### src/rtl/vending_machine.sv
// Three-beverage coin vending controller: credit accumulation, selection, dispense pulse, greedy change.
// Optional macro VENDING_MULTI_COIN_EN: sum all coins seen in one cycle instead of accepting one by priority.
module vending_machine #(
  parameter int PRICE1   = 100,
  parameter int PRICE2   = 120,
  parameter int PRICE3   = 115,
  parameter int CREDIT_W = 8
) (
  input  logic clk,
  input  logic reset,
  input  logic inbev1,
  input  logic inbev2,
  input  logic inbev3,
  input  logic inquarter,
  input  logic indime,
  input  logic innickel,
  output logic outbev1,
  output logic outbev2,
  output logic outbev3,
  output logic outquarter,
  output logic outdime,
  output logic outnickel
);

  typedef enum logic [1:0] {ST_IDLE = 2'd0, ST_DISPENSE = 2'd1, ST_CHANGE = 2'd2} state_t;
  typedef enum logic [1:0] {SEL_NONE = 2'd0, SEL_B1 = 2'd1, SEL_B2 = 2'd2, SEL_B3 = 2'd3} sel_t;

  localparam logic [CREDIT_W-1:0] P1  = CREDIT_W'(PRICE1);
  localparam logic [CREDIT_W-1:0] P2  = CREDIT_W'(PRICE2);
  localparam logic [CREDIT_W-1:0] P3  = CREDIT_W'(PRICE3);
  localparam logic [CREDIT_W-1:0] V_Q = CREDIT_W'(25);
  localparam logic [CREDIT_W-1:0] V_D = CREDIT_W'(10);
  localparam logic [CREDIT_W-1:0] V_N = CREDIT_W'(5);

  function automatic logic [CREDIT_W-1:0] sat_add(input logic [CREDIT_W-1:0] a,
                                                 input logic [CREDIT_W-1:0] b);
    logic [CREDIT_W:0] s;
    s = {1'b0, a} + {1'b0, b};
    if (s[CREDIT_W]) sat_add = '1;
    else             sat_add = s[CREDIT_W-1:0];
  endfunction

  // Coin code is {quarter, dime, nickel}; largest coin that fits the amount
  function automatic logic [2:0] greedy_code(input logic [CREDIT_W-1:0] amt);
    if (amt >= V_Q)      greedy_code = 3'b100;
    else if (amt >= V_D) greedy_code = 3'b010;
    else                 greedy_code = 3'b001;
  endfunction

  function automatic logic [CREDIT_W-1:0] coin_val(input logic [2:0] code);
    case (code)
      3'b100:  coin_val = V_Q;
      3'b010:  coin_val = V_D;
      default: coin_val = V_N;
    endcase
  endfunction

  state_t              r_state;
  sel_t                r_sel;
  logic [CREDIT_W-1:0] r_credit;
  logic [CREDIT_W-1:0] r_change;
  logic [2:0]          r_outbev;
  logic [2:0]          r_outcoin;

  state_t              w_state_nxt;
  sel_t                w_sel_nxt;
  sel_t                w_req;
  logic [CREDIT_W-1:0] w_credit_nxt;
  logic [CREDIT_W-1:0] w_change_nxt;
  logic [CREDIT_W-1:0] w_coin;
  logic [CREDIT_W-1:0] w_price;
  logic [CREDIT_W-1:0] w_cval;
  logic [2:0]          w_bev_nxt;
  logic [2:0]          w_outcoin_nxt;

  // Value of coins presented this cycle
  always_comb begin
`ifdef VENDING_MULTI_COIN_EN
    w_coin = (inquarter ? V_Q : '0) + (indime ? V_D : '0) + (innickel ? V_N : '0);
`else
    if (inquarter)     w_coin = V_Q;
    else if (indime)   w_coin = V_D;
    else if (innickel) w_coin = V_N;
    else               w_coin = '0;
`endif
  end

  // Selection request priority and price lookup for the latched selection
  always_comb begin
    if (inbev1)      w_req = SEL_B1;
    else if (inbev2) w_req = SEL_B2;
    else if (inbev3) w_req = SEL_B3;
    else             w_req = SEL_NONE;
    case (r_sel)
      SEL_B1:  w_price = P1;
      SEL_B2:  w_price = P2;
      SEL_B3:  w_price = P3;
      default: w_price = '0;
    endcase
    w_cval = coin_val(greedy_code(r_change));
  end

  // Next-state, next-data and next-output decode
  always_comb begin
    w_state_nxt  = r_state;
    w_sel_nxt    = (w_req != SEL_NONE) ? w_req : r_sel;
    w_credit_nxt = sat_add(r_credit, w_coin);
    w_change_nxt = r_change;
    w_bev_nxt    = 3'b000;
    case (r_state)
      ST_IDLE: begin
        if ((r_sel != SEL_NONE) && (r_credit >= w_price)) begin
          w_state_nxt  = ST_DISPENSE;
          w_change_nxt = r_credit - w_price;
          w_credit_nxt = w_coin;
          w_sel_nxt    = w_req;
          w_bev_nxt    = {r_sel == SEL_B3, r_sel == SEL_B2, r_sel == SEL_B1};
        end else begin
          w_state_nxt  = ST_IDLE;
        end
      end
      ST_DISPENSE: begin
        if (r_change != '0) w_state_nxt = ST_CHANGE;
        else                w_state_nxt = ST_IDLE;
      end
      ST_CHANGE: begin
        // Clamp at zero so an odd leftover can never wrap around
        if (r_change <= w_cval) begin
          w_change_nxt = '0;
          w_state_nxt  = ST_IDLE;
        end else begin
          w_change_nxt = r_change - w_cval;
        end
      end
      default: begin
        w_state_nxt  = ST_IDLE;
        w_change_nxt = '0;
      end
    endcase
    if (w_state_nxt == ST_CHANGE) w_outcoin_nxt = greedy_code(w_change_nxt);
    else                          w_outcoin_nxt = 3'b000;
  end

  // State, data and registered output flops
  always_ff @(posedge clk or negedge reset) begin
    if (!reset) begin
      r_state   <= ST_IDLE;
      r_sel     <= SEL_NONE;
      r_credit  <= '0;
      r_change  <= '0;
      r_outbev  <= 3'b000;
      r_outcoin <= 3'b000;
    end else begin
      r_state   <= w_state_nxt;
      r_sel     <= w_sel_nxt;
      r_credit  <= w_credit_nxt;
      r_change  <= w_change_nxt;
      r_outbev  <= w_bev_nxt;
      r_outcoin <= w_outcoin_nxt;
    end
  end

  assign outbev1    = r_outbev[0];
  assign outbev2    = r_outbev[1];
  assign outbev3    = r_outbev[2];
  assign outquarter = r_outcoin[2];
  assign outdime    = r_outcoin[1];
  assign outnickel  = r_outcoin[0];

endmodule

### config.mk
export PLATFORM = sky130hd
export DESIGN_NAME = vending_machine
export DESIGN_NICKNAME = d
export VERILOG_FILES = /design/src/rtl/vending_machine.sv
export SDC_FILE = /design/constraint.sdc
export NUM_CORES = 1
export LEC_CHECK = 0
export ABC_CLOCK_PERIOD_IN_PS = 3850
export BUFFER_PORTS_ARGS = -buffer_cell sky130_fd_sc_hd__buf_2
export CELL_PAD_IN_SITES_DETAIL_PLACEMENT = 0
export CELL_PAD_IN_SITES_GLOBAL_PLACEMENT = 1
export CORE_MARGIN = 2
export CORE_UTILIZATION = 30
export CTS_BUF_LIST = sky130_fd_sc_hd__clkbuf_4 sky130_fd_sc_hd__clkbuf_8
export CTS_CLUSTER_SIZE = 24
export DETAILED_ROUTE_END_ITERATION = 12
export GPL_TIMING_DRIVEN = 0
export MAX_ROUTING_LAYER = met4
export PLACE_DENSITY_LB_ADDON = 0.1
export SETUP_SLACK_MARGIN = 0.5
export SLEW_MARGIN = 20
export SYNTH_ARGS = -nofsm -noshare
export SYNTH_HDL_FRONTEND = slang
export SYNTH_SLANG_ARGS = --single-unit
### constraint.sdc
create_clock -name clk -period 3.85 [get_ports clk]
set_clock_uncertainty 0.1 [all_clocks]
set_input_delay 0.77 -clock clk [delete_from_list [all_inputs] [get_ports clk]]
set_output_delay 0.77 -clock clk [all_outputs]
set_load 0.03 [all_outputs]
==> results.txt <==
Number of max-cap violations - 0
Startpoint Class - flop
Vias after detailed routing - 1764
CP Max Fanout - 7
DR WL/cell - 15.6 um
Flops & latches, synth - 26
Layout area overhead - 22.7%
Setup-failing EPs final - 0
Status - finished clean
Post-CTS Hold Fix Bufs - 0
TNS Setup - 0 ps
DRC - 0
Clk slew on worst S/H paths - 90 ps
Final ANT Viol Nets - 0
Area of the multi-input gates - 1420 um^2
Crit path kind - flop to flop
Chip Width - 87.2 um
Antenna cell count - 0
Combinational family with the most area after synthesis - compound AO/OA/AOI/OAI gates
Largest net degree at the start of global routing - 27
Die area - 7600 um^2
Cell taking the most area after synthesis - dfrtp_1
Initial Util - 0.307
Drt total wl - 5330 um
Post-synth ARST share - 1.00
H-tree depth - 1
Final Hold Fails - 0
Least-Margin Pin Slew - 768 ps
Cell area after layout - 2540 um^2
Synth cell count leaders - 26 x dfrtp_1, 21 x inv_1, 17 x ha_1, 17 x nand2_1, 17 x nor2_1
Largest cells by area after synthesis - dfrtp_1 31%, ha_1 10%, inv_1 3.8%, a21oi_1 3.6%, a21o_1 3.3%
Worst setup EP type - flop
Gr usage total - 0.158
Post-Synth Adder-Cell Area - 0.131
Count of input and output buffers - 13
DR iter-0 viols - 40
Hold/Removal Path Class - primary input to async pin
Syn_nets - 255
RePlAce Congestion - 0.727
Hold_ws - 406 ps
Layout cell share with drive strength beyond 1 - 0.264
Share of the synthesized area in the top cell type - 0.314
Fin crit period - 3530 ps
Fill cells - 727
Placement Rows - 30
Cell with the most instances after synthesis - dfrtp_1
Yosys Warn Count - 0
Distinct cells, synth - 57
Fmax - 283 MHz
CTS root buffer - clkbuf_8
Dominant synthesized flop cell - dfrtp_1
CTS tree - done
Syn Inst Count - 227
Crit path DAT - 3630 ps
EDFF count, synth - 0
Sequential fraction of the synthesis area - 0.314
Mean Syn Cell Area - 9.14 um^2
First drt pass iteration count - 4
Sink Count - 26
Worst slew margin - 0.475
R2r worst-path depth - 15
Die Ht - 87.2 um
Antenna violations before repair - 0
Xor/xnor cell area share of the yosys netlist - 0.0380
Worst EP required - 3950 ps
Wire length of the first global-routing pass - 8990 um
Mux cell area share after synthesis - 0.00965
Setup slack after layout - 322 ps
Post-Syn Area - 2070 um^2
Simple-Gate Fraction of Synth Area - 0.197
Area after DPL - 2260 um^2
Seq. cell area - 653 um^2
Number of global-route vias before repair - 1772
Via-per-instance ratio - 5.17
Final period utilization - 0.916
Pins Over Slew Limit - 0
RSZ-0062 raised after global routing - yes
TritonCTS Buffers - 3
Synth Area in Compound Gates - 0.257
DP HPWL - 3940 um
Clock Tree Buf Depth - 2
Aggregate global routing overflow - 0
Total core area - 6760 um^2
Io pins - 14
Reg2Reg Setup Slack - 320 ps
Skew-Pair Late Insertion Delay - 270 ps
Dpl ws - 163 ps
Layout Nets - 290
[cell families after synthesis]
logic type / count (synthesis)
XOR/XNOR: 9
adder cells (fa/ha/maj): 20
AO/OA/AOI/OAI: 67
flip-flops: 26
AND/OR/NAND/NOR: 76
buffers and inverters: 27
multiplexers: 2
[critical path: stages (launching register included)]
cell	delay (ps)
dfrtp_1	380
buf_6	130
or3_4	400
nor2_4	100
nand2_2	60
nand2_2	80
ha_4	140
inv_2	30
fa_2	330
a21o_1	200
a211oi_4	270
nor3_4	120
a221oi_4	330
nand4_2	190
a2111oi_4	380
nor3b_2	200
[cell type report]
| cell class | instances | area share |
|---|---|---|
| Multi-Input combinational cell | 174 | 0.559 |
| Sequential cell | 26 | 0.257 |
| Timing Repair Buffer | 30 | 0.0772 |
| Tap cell | 80 | 0.0393 |
| Inverter | 22 | 0.0334 |
| Clock buffer | 4 | 0.0216 |
| Buffer | 5 | 0.0133 |
[metal layers]
metal / global-route usage / vias to the layer above / share of wire / routed length (um)
li1: - / 897 / - / -
met1: 0.203 / 846 / 0.47 / 2500
met2: 0.269 / 17 / 0.50 / 2690
met3: 0.0142 / 4 / 0.015 / 81
met4: 0.0378 / 0 / 0.011 / 56
met5: - / - / 0 / 0
[stage by stage]
| stage | util | std cells |
|---|---|---|
| 2_1_floorplan | - | 227 |
| 3_3_place_gp | 0.335 | 320 |
| 3_5_place_dp | 0.335 | 320 |
| 4_1_cts | 0.361 | 336 |
| 5_1_grt | 0.377 | 341 |
| 6_report | 0.377 | 341 |
[state kept, by name, summed over array words and instances, names as in the netlist]
name       cells
r_change       8
r_outcoin      3
r_sel          2
r_outbev       3
r_state        2
r_credit       8
[placed cells by master, fill, tap and decap left out, types with 3 or more instances in the layout]
cell / n
a211oi_1: 4
a211oi_2: 3
a21o_1: 9
a21oi_1: 13
a31oi_1: 4
buf_2: 13
buf_4: 16
buf_6: 3
clkbuf_1: 3
clkbuf_8: 4
dfrtp_1: 24
ha_1: 16
inv_1: 19
nand2_1: 15
nand2b_1: 7
nand3_1: 7
nand4_1: 3
nor2_1: 16
nor3_1: 4
o21ai_0: 5
o21bai_1: 4
xnor2_1: 3
xor2_1: 6
[repair_timing]
action                                  in CTS  in global routing
pin swaps                                   11                 13
gates resized for setup                      9                 15
buffers inserted                            12                  5
endpoints found under the setup margin       3                  5
[final timing paths]
check,from,end
min in group clk,r_change[0],r_change[0]
worst min-delay path,reset,r_change[6]
worst max-delay path,r_change[5],r_outcoin[1]
max in group asynchronous,reset,r_change[1]
worst max register to register,r_change[5],r_outcoin[1]
worst min register to register,r_change[0],r_change[0]
Power is not shown: default switching activity piles up to over one toggle a cycle in this logic, so the estimate is an artifact.
